### src/rtl/dmx_tx_if.sv
// dmx_tx_if: bit tick, frame request, channel fetch and line signals of dmx_tx.
// DMX_ALT_START_CODE_EN adds the start_code input.
interface dmx_tx_if;
    logic       en;
    logic       start;
    logic [8:0] ch_addr;
    logic [7:0] ch_data;
    logic       tx;
    logic       busy;
    logic       done;
`ifdef DMX_ALT_START_CODE_EN
    logic [7:0] start_code;

    modport master (
        output en, start, ch_data, start_code,
        input  ch_addr, tx, busy, done
    );
    modport slave (
        input  en, start, ch_data, start_code,
        output ch_addr, tx, busy, done
    );
`else
    modport master (
        output en, start, ch_data,
        input  ch_addr, tx, busy, done
    );
    modport slave (
        input  en, start, ch_data,
        output ch_addr, tx, busy, done
    );
`endif
endinterface

### src/rtl/dmx_tx.sv
// dmx_tx: DMX512 frame transmitter (break, MAB, start code, NUM_CH slots).
// Optional DMX_ALT_START_CODE_EN: programmable slot-0 start code.
module dmx_tx #(
    parameter int NUM_CH     = 512,
    parameter int BREAK_BITS = 25,
    parameter int MAB_BITS   = 3,
    parameter int STOP_BITS  = 2
) (
    input logic     int_osc,
    input logic     reset,
    dmx_tx_if.slave bus
);
    typedef enum logic [2:0] {
        IDLE,
        BREAK,
        MAB,
        START_BIT,
        DATA,
        STOP
    } state_e;

    localparam logic [9:0] LastSlot = 10'(NUM_CH);
    localparam logic [4:0] BrkEnd   = 5'(BREAK_BITS - 1);
    localparam logic [4:0] MabEnd   = 5'(MAB_BITS - 1);
    localparam logic [4:0] StopEnd  = 5'(STOP_BITS - 1);

    state_e     state_q;
    logic       pending_q;
    logic       busy_q;
    logic       done_q;
    logic       tx_q;
    logic [8:0] addr_q;
    logic [7:0] shift_q;
    logic [3:0] bit_q;
    logic [4:0] tick_q;
    logic [9:0] slot_q;
    logic [7:0] code;
    logic [7:0] load_d;

`ifdef DMX_ALT_START_CODE_EN
    logic [7:0] code_q;
    assign code = code_q;
`else
    assign code = 8'h00;
`endif

    // slot 0 carries the start code, later slots the fetched channel byte
    assign load_d = (slot_q == '0) ? code : bus.ch_data;

    always_ff @(posedge int_osc) begin
        if (!reset) begin
            state_q   <= IDLE;
            pending_q <= 1'b0;
            busy_q    <= 1'b0;
            done_q    <= 1'b0;
            tx_q      <= 1'b1;
            addr_q    <= '0;
            shift_q   <= '0;
            bit_q     <= '0;
            tick_q    <= '0;
            slot_q    <= '0;
`ifdef DMX_ALT_START_CODE_EN
            code_q    <= '0;
`endif
        end else begin
            done_q <= 1'b0;
            if (state_q == IDLE && !busy_q && bus.start) begin
                pending_q <= 1'b1;
                busy_q    <= 1'b1;
`ifdef DMX_ALT_START_CODE_EN
                code_q    <= bus.start_code;
`endif
            end
            if (bus.en) begin
                unique case (state_q)
                    IDLE: begin
                        if (pending_q) begin
                            pending_q <= 1'b0;
                            state_q   <= BREAK;
                            tx_q      <= 1'b0;
                            tick_q    <= '0;
                        end
                    end
                    BREAK: begin
                        if (tick_q == BrkEnd) begin
                            state_q <= MAB;
                            tx_q    <= 1'b1;
                            tick_q  <= '0;
                        end else begin
                            tick_q <= tick_q + 5'd1;
                        end
                    end
                    MAB: begin
                        if (tick_q == MabEnd) begin
                            state_q <= START_BIT;
                            tx_q    <= 1'b0;
                            slot_q  <= '0;
                        end else begin
                            tick_q <= tick_q + 5'd1;
                        end
                    end
                    START_BIT: begin
                        state_q <= DATA;
                        tx_q    <= load_d[0];
                        shift_q <= {1'b0, load_d[7:1]};
                        bit_q   <= '0;
                    end
                    DATA: begin
                        if (bit_q == 4'd7) begin
                            state_q <= STOP;
                            tx_q    <= 1'b1;
                            tick_q  <= '0;
                        end else begin
                            tx_q    <= shift_q[0];
                            shift_q <= {1'b0, shift_q[7:1]};
                            bit_q   <= bit_q + 4'd1;
                        end
                    end
                    STOP: begin
                        if (tick_q != StopEnd) begin
                            tick_q <= tick_q + 5'd1;
                        end else if (slot_q == LastSlot) begin
                            state_q <= IDLE;
                            busy_q  <= 1'b0;
                            done_q  <= 1'b1;
                        end else begin
                            // fetch the next slot's byte one bit time ahead
                            state_q <= START_BIT;
                            tx_q    <= 1'b0;
                            addr_q  <= slot_q[8:0];
                            slot_q  <= slot_q + 10'd1;
                        end
                    end
                    default: state_q <= IDLE;
                endcase
            end
        end
    end

    assign bus.tx      = tx_q;
    assign bus.busy    = busy_q;
    assign bus.done    = done_q;
    assign bus.ch_addr = addr_q;
endmodule

### src/flat_wrapper.sv
// flat-port wrapper written by rule: the top's interface ports become plain ports
module dmx_tx_flat 
#(
    parameter int NUM_CH     = 512,
    parameter int BREAK_BITS = 25,
    parameter int MAB_BITS   = 3,
    parameter int STOP_BITS  = 2
)
  (int_osc, reset, bus_en, bus_start, bus_ch_data, bus_ch_addr, bus_tx, bus_busy, bus_done);
  dmx_tx_if bus_i ();
  input logic int_osc;
  input logic reset;
  input wire logic [$bits(bus_i.en)-1:0] bus_en;
  input wire logic [$bits(bus_i.start)-1:0] bus_start;
  input wire logic [$bits(bus_i.ch_data)-1:0] bus_ch_data;
  output wire logic [$bits(bus_i.ch_addr)-1:0] bus_ch_addr;
  output wire logic [$bits(bus_i.tx)-1:0] bus_tx;
  output wire logic [$bits(bus_i.busy)-1:0] bus_busy;
  output wire logic [$bits(bus_i.done)-1:0] bus_done;
  assign bus_i.en = bus_en;
  assign bus_i.start = bus_start;
  assign bus_i.ch_data = bus_ch_data;
  assign bus_ch_addr = bus_i.ch_addr;
  assign bus_tx = bus_i.tx;
  assign bus_busy = bus_i.busy;
  assign bus_done = bus_i.done;
  dmx_tx #(.NUM_CH(NUM_CH), .BREAK_BITS(BREAK_BITS), .MAB_BITS(MAB_BITS), .STOP_BITS(STOP_BITS)) u_core (.int_osc(int_osc), .reset(reset), .bus(bus_i));
endmodule
### config.mk
export PLATFORM = sky130hd
export DESIGN_NAME = dmx_tx_flat
export DESIGN_NICKNAME = d
export VERILOG_FILES = /design/src/rtl/dmx_tx_if.sv /design/src/rtl/dmx_tx.sv /design/src/flat_wrapper.sv
export SDC_FILE = /design/constraint.sdc
export NUM_CORES = 1
export LEC_CHECK = 0
export CAP_MARGIN = 20
export CORE_MARGIN = 4
export CORE_UTILIZATION = 55
export CTS_CLUSTER_DIAMETER = 60
export DETAILED_ROUTE_END_ITERATION = 6
export PLACE_DENSITY = 0.78
export SLEW_MARGIN = 0
export SYNTH_ARGS = -nofsm -noshare
export SYNTH_HDL_FRONTEND = slang
export SYNTH_SLANG_ARGS = --single-unit
### constraint.sdc
create_clock -name int_osc -period 3.57 [get_ports int_osc]
set_input_delay 0.714 -clock int_osc [delete_from_list [all_inputs] [get_ports int_osc]]
set_output_delay 0.714 -clock int_osc [all_outputs]
set_load 0.03 [all_outputs]
==> results of run 1 <==
==> area by class of cell <==
class / count / area, um2
clock buffer: 5 / 68.82
clock inverter: 3 / 21.27
fill: 328 / 1231
inverter: 11 / 41.29
multi-input combinational: 183 / 1172
sequential: 42 / 840.8
tap: 48 / 60.06
timing repair buffer: 26 / 252.7
==> Yosys cell counts (3+ instances only) <==
library cell / number
o21ai_0: 10
nor3_1: 3
a211oi_1: 5
nor2_1: 35
xnor2_1: 8
xor2_1: 3
clkbuf_1: 9
nand2b_1: 8
mux2i_1: 7
nand3_1: 12
a31oi_1: 4
and3_1: 4
inv_1: 11
a21oi_1: 17
nand4_1: 3
ha_1: 7
dfxtp_1: 42
and2_1: 3
a221oi_1: 7
nand2_1: 16
==> power by group through the flow <==
stage	Clock, mW	Combinational [mW]	Sequential (mW)
finish	0.304	0.0859	0.487
global route	0.336	0.0957	0.489
CTS	0.316	0.0859	0.487
detailed placement	0	0.0853	0.498
global placement	0	0.0849	0.497
floorplan	0	0.0523	0.498
==> critical path, cell delays in order <==
cell and delay (ns):
clkdlybuf4s50_1 0.47, or4b_1 0.49, a311o_2 0.59, a2111oi_4 0.42, xnor2_1 0.15, nor2_1 0.05
==> per-layer routing <==
layer  global-route usage, %  routed length, um
met1                   25.62               2160
met4                   4.894                 34
met5                       0                  0
met3                   4.460                154
met2                   27.28               1824
==> stage by stage <==
stage	hold WS [ns]	utilization, %	total power, mW
after detailed placement	0.4550	64.18	0.5830
after CTS	0.4683	66.62	0.8879
final	0.4616	66.62	0.8762
after global routing	0.5020	66.62	0.9199
after global placement	0.4466	64.18	0.5822
after floorplan	0.4320	-	0.5501
==> state kept, by name, summed over array words and instances, names as in the netlist <==
name	cells
u_core.shift_q	7
u_core.bus.done	1
u_core.slot_q	10
u_core.tick_q	5
u_core.pending_q	1
u_core.bus.busy	1
u_core.bus.ch_addr	9
u_core.bit_q	4
u_core.state_q	3
u_core.bus.tx	1
==> final timing paths <==
check / slack (ns) / to / start / cells after the start
max: 0.86 / u_core.slot_q[9] / bus_en / 6
min: 0.46 / u_core.shift_q[6] / u_core.shift_q[6] / 2
max reg2reg: 1.10 / u_core.slot_q[3] / u_core.slot_q[0] / 7
min reg2reg: 0.46 / u_core.shift_q[6] / u_core.shift_q[6] / 2
==> logic make-up after synthesis <==
family / count (synthesis) / synth area share [%]
adder cells (fa/ha/maj): 7 / 4.152
flip-flops: 42 / 39.86
AND/OR/NAND/NOR: 98 / 23.49
XOR/XNOR: 11 / 4.567
multiplexers: 7 / 3.322
buffers and inverters: 23 / 4.567
AO/OA/AOI/OAI: 60 / 20.05
==> results.sh, run 1 <==
export IMPL_run_status="completed"
export IMPL_most_frequent_cells_in_the_layout="42 x dfxtp_1, 35 x nor2_1, 23 x clkdlybuf4s50_1"
export IMPL_slew_violations=0
export IMPL_dpl_cell_area_um2=2367
export IMPL_coreArea_um2=3689
export IMPL_ys_top_cells_by_area="dfxtp_1 40%, nor2_1 6.2%, ha_1 4.2%, a21oi_1 4.0%, mux2i_1 3.3%"
export IMPL_drtPass1Iterations=4
export IMPL_rsz0062_at_grt="false"
export IMPL_p_seq_share_pct=55.6
export IMPL_finalNonFillerCells=318
export IMPL_critPathRequiredTime_ns=3.75
export IMPL_pre_cts_slack_ns=0.5521
export IMPL_antenna_diode_count=0
export IMPL_die_area_um2=4890
export IMPL_pwr_density_nw_per_um2=356.6
export IMPL_areaGrowthSynthToFinish_pct=16.49
export IMPL_dr_first_iter_drc_count=122
export IMPL_final_common_cell="dfxtp_1"
export IMPL_cts_resized=0
export IMPL_worstPathArrival_ns=2.88
export IMPL_max_slew_margin_pct=44.19
export IMPL_ant_nets=0
export IMPL_drive_above_1_share_pct=5.926
export IMPL_timing_critical_path_fanout_max=23
export IMPL_maxCapViolations=0
export IMPL_clock_tree_buffer_depth=2
export IMPL_p_sw_uw=224.0
export IMPL_via_count_of_the_routed_design=1787
export IMPL_place_port_buffers=23
export IMPL_post_synth_num_cell_types=46
export IMPL_clk_pin_slew_worst_paths_ns=0.08
export IMPL_cts_setup_buffers=0
export IMPL_async_flop_share_pct=0
export IMPL_synth_edff_count=0
export IMPL_holdBufCountCts=0
export IMPL_setup_viol=0
export IMPL_min_path_type="register to register"
export IMPL_num_rows=22
export IMPL_timing_final_hold_violations=0
export IMPL_grt_pass1_vias=1636
export IMPL_power_leakage_nw=0.9095
export IMPL_power_switching_fraction_pct=25.56
export IMPL_finish_net_count=288
export IMPL_ys_warn_count=0
export IMPL_clk_root_buffer_cell="clkbuf_8"
export IMPL_setup_worst_path_end_class="register"
export IMPL_final_period_utilization_pct=75.90
export IMPL_post_place_cells=310
export IMPL_post_dp_hpwl_um=2956
export IMPL_slew_at_the_pin_closest_to_its_max_slew_limit_ns=0.8255
export IMPL_drt_wl_total_um=4172
export IMPL_antenna_found_initial=0
export IMPL_mappedNetlistArea_um2=2110
export IMPL_initial_utilization_pct=57.19
export IMPL_die_height_um=69.93
export IMPL_wl_cell_um=13.12
export IMPL_power_share_combinational_pct=9.8
export IMPL_postSynth_topFlopCell="dfxtp_1"
export IMPL_finalInstanceArea_um2=2457
export IMPL_maxClockFrequency_mhz=369.1
export IMPL_fp_dieW_um=69.93
export IMPL_critical_path_startpoint_type="input port"
export IMPL_cts_buffers=5
export IMPL_cts_sinks=42
export IMPL_setup_total_negative_slack_ns=0
export IMPL_cellInternalPower_uw=652.3
export IMPL_finalWorstSetupSlack_ns=0.8604
export IMPL_top_level_ports=24
export IMPL_criticalPathCategory="input port to register"
export IMPL_synth_top_area_share_pct=39.86
export IMPL_synth_sequential_area_ratio_pct=39.86
export IMPL_gp_congestion=0.8412
export IMPL_synth_nets=267
export IMPL_grt_remaining_overflow=0
export IMPL_grt_first_pass_wirelength_um=7334
export IMPL_yosysTopAreaCell="dfxtp_1"
export IMPL_grt_start_max_net_pins=24
export IMPL_synth_seq_cells=42
export IMPL_grt_util_all_layers_pct=18.06
export IMPL_post_route_drc_count=0
export IMPL_count_of_mapped_cells_out_of_synthesis=248
export IMPL_fin_crit_ns=2.710
export IMPL_vdd_ir_drop_max_v=0.0002690
export IMPL_clock_skew_ns=0.007508
export IMPL_cts_tree="yes"
export IMPL_clk_latency_ns=0.29
export IMPL_post_drt_via_cell_ratio=5.619
export IMPL_cts_htree_levels=2
export IMPL_synth_avg_cell_area_um2=8.506
export IMPL_power_clock_fraction_pct=34.6
No activity file was read; power rests on OpenSTA's default activity.
==> run 2, diff against run 1 <==
--- a/config.mk
+++ b/config.mk
@@ -7,10 +7,10 @@
 export LEC_CHECK = 0
 export CAP_MARGIN = 20
 export CORE_MARGIN = 4
-export CORE_UTILIZATION = 55
+export CORE_UTILIZATION = 50
 export CTS_CLUSTER_DIAMETER = 60
 export DETAILED_ROUTE_END_ITERATION = 6
-export PLACE_DENSITY = 0.78
+export PLACE_DENSITY = 0.75
 export SLEW_MARGIN = 0
 export SYNTH_ARGS = -nofsm -noshare
 export SYNTH_HDL_FRONTEND = slang
==> constraint.sdc (replaced) <==
create_clock -name int_osc -period 2.3 [get_ports int_osc]
set_input_delay 0.46 -clock int_osc [delete_from_list [all_inputs] [get_ports int_osc]]
set_output_delay 0.46 -clock int_osc [all_outputs]
set_load 0.03 [all_outputs]
==> results.sh, run 2 (synthesis results as in run 1) <==
export IMPL_grt_util_all_layers_pct=18.97
export IMPL_cts_htree_levels=2
export IMPL_top_level_ports=24
export IMPL_min_path_type="register to register"
export IMPL_clk_pin_slew_worst_paths_ns=0.08
export IMPL_post_route_drc_count=0
export IMPL_worstPathArrival_ns=2.50
export IMPL_clk_root_buffer_cell="clkbuf_8"
export IMPL_wl_cell_um=13.71
export IMPL_drive_above_1_share_pct=11.58
export IMPL_place_port_buffers=23
export IMPL_antenna_found_initial=0
export IMPL_worstPathBufferInverterCount=3
export IMPL_finalInstanceArea_um2=2603
export IMPL_initial_utilization_pct=52.36
export IMPL_cts_tree="yes"
export IMPL_slowest_delay_ns=0.48
export IMPL_maxCapViolations=0
export IMPL_critical_path_startpoint_type="input port"
export IMPL_die_area_um2=5322
export IMPL_antenna_diode_count=0
export IMPL_maxClockFrequency_mhz=439.8
export IMPL_final_common_cell="dfxtp_1"
export IMPL_timing_critical_path_cells="clkdlybuf4s50_1 -> or4b_4 -> a311o_2 -> buf_4 -> buf_4 -> nand2b_1 -> a21oi_1"
export IMPL_ant_nets=0
export IMPL_cts_buffers=5
export IMPL_finish_net_count=303
export IMPL_holdBufCountCts=0
export IMPL_run_status="completed"
export IMPL_setup_worst_path_end_class="register"
export IMPL_post_dp_hpwl_um=3311
export IMPL_fin_crit_ns=2.274
export IMPL_dr_first_iter_drc_count=78
export IMPL_num_rows=23
export IMPL_critPathRequiredTime_ns=2.53
export IMPL_pwr_density_nw_per_um2=573.4
export IMPL_drt_wl_total_um=4592
export IMPL_fp_dieW_um=72.96
export IMPL_coreArea_um2=4029
export IMPL_reg2reg_slack_ns=0.16
export IMPL_vdd_ir_drop_max_v=0.0003407
export IMPL_post_drt_via_cell_ratio=5.660
export IMPL_drtPass1Iterations=4
export IMPL_largest_reg_flops=10
export IMPL_clock_skew_ns=0.005885
export IMPL_registers_top_by_ff_count="u_core.slot_q"
export IMPL_setup_viol=0
export IMPL_timing_final_hold_violations=0
export IMPL_post_place_cells=326
export IMPL_most_frequent_cells_in_the_layout="42 x dfxtp_1, 35 x nor2_1, 23 x clkdlybuf4s50_1"
export IMPL_grt_first_pass_wirelength_um=8052
export IMPL_slew_at_the_pin_closest_to_its_max_slew_limit_ns=0.6550
export IMPL_cpMaxStageDelayCell="or4b_4"
export IMPL_via_count_of_the_routed_design=1896
export IMPL_power_leakage_nw=0.9948
export IMPL_path_common_cell="buf_4"
export IMPL_slew_violations=0
export IMPL_cts_sinks=42
export IMPL_whs_ns=0.4625
export IMPL_grt_remaining_overflow=0
export IMPL_finalNonFillerCells=335
export IMPL_max_slew_margin_pct=56.13
export IMPL_areaGrowthSynthToFinish_pct=23.37
export IMPL_final_period_utilization_pct=98.86
export IMPL_grt_start_max_net_pins=17
export IMPL_dpl_cell_area_um2=2475
export IMPL_clk_latency_ns=0.29
export IMPL_cp_top_family="buffers and inverters"
export IMPL_grt_pass1_vias=1778
export IMPL_timing_critical_path_fanout_max=8
export IMPL_clock_tree_buffer_depth=2
export IMPL_die_height_um=72.96
export IMPL_gp_congestion=0.8427
export IMPL_post_layout_total_power_mw=1.492
export IMPL_criticalPathCategory="input port to register"
export IMPL_rsz0062_at_grt="true"
-- run 2: stage by stage --
| step | setup TNS (ns) | util, % | setup slack (ns) |
|---|---|---|---|
| floorplan | 0 | - | 0.2416 |
| global placement | -3.644 | 61.43 | -0.3093 |
| detailed placement | -3.867 | 61.43 | -0.3257 |
| CTS | 0 | 64.22 | 0.01579 |
| global route | -0.1373 | 64.60 | -0.04020 |
| finish | 0 | 64.60 | 0.02617 |
-- run 2: worst paths after layout --
path,to,start,cells past startpoint
setup / recovery,u_core.slot_q[0],bus_en,7
setup reg to reg,u_core.bus.tx,u_core.tick_q[0],7
hold / removal,u_core.shift_q[6],u_core.shift_q[6],2
hold reg to reg,u_core.shift_q[6],u_core.shift_q[6],2
-- run 2: final cells by class --
cell class / count / area [um2]
fill: 347 / 1426
multi-input combinational: 183 / 1180
sequential: 42 / 840.8
timing repair buffer: 41 / 365.4
clock buffer: 5 / 68.82
tap: 50 / 62.56
clock inverter: 3 / 43.79
inverter: 11 / 41.29
-- run 2: metal layers --
layer / up-vias / global-route usage, % / part of all wire, %
li1: 960 / - / -
met1: 887 / 27.00 / 49
met2: 44 / 28.66 / 45
met3: 5 / 3.581 / 5.1
met4: 0 / 6.557 / 1.0
met5: - / 0 / 0
-- run 2: what timing repair did --
| action | in CTS | in global routing |
|---|---|---|
| buffers inserted | 0 | 1 |
| endpoints found under the setup margin | 3 | 8 |
| pin swaps | 1 | 4 |
| gates resized for setup | 0 | 2 |
-- run 2: power by group --
part	internal (mW)	total, mW	switching (mW)
sequential	0.738	0.749	0.0108
combinational	0.0720	0.155	0.0831
clock	0.325	0.589	0.263
-- run 2: worst min-delay path, delay by kind of cell, from the launching register on --
kind | cells | cell delay [ns]
AND/OR/NAND/NOR | 1 | 0.06
flip-flops | 1 | 0.32
AO/OA/AOI/OAI | 1 | 0.05
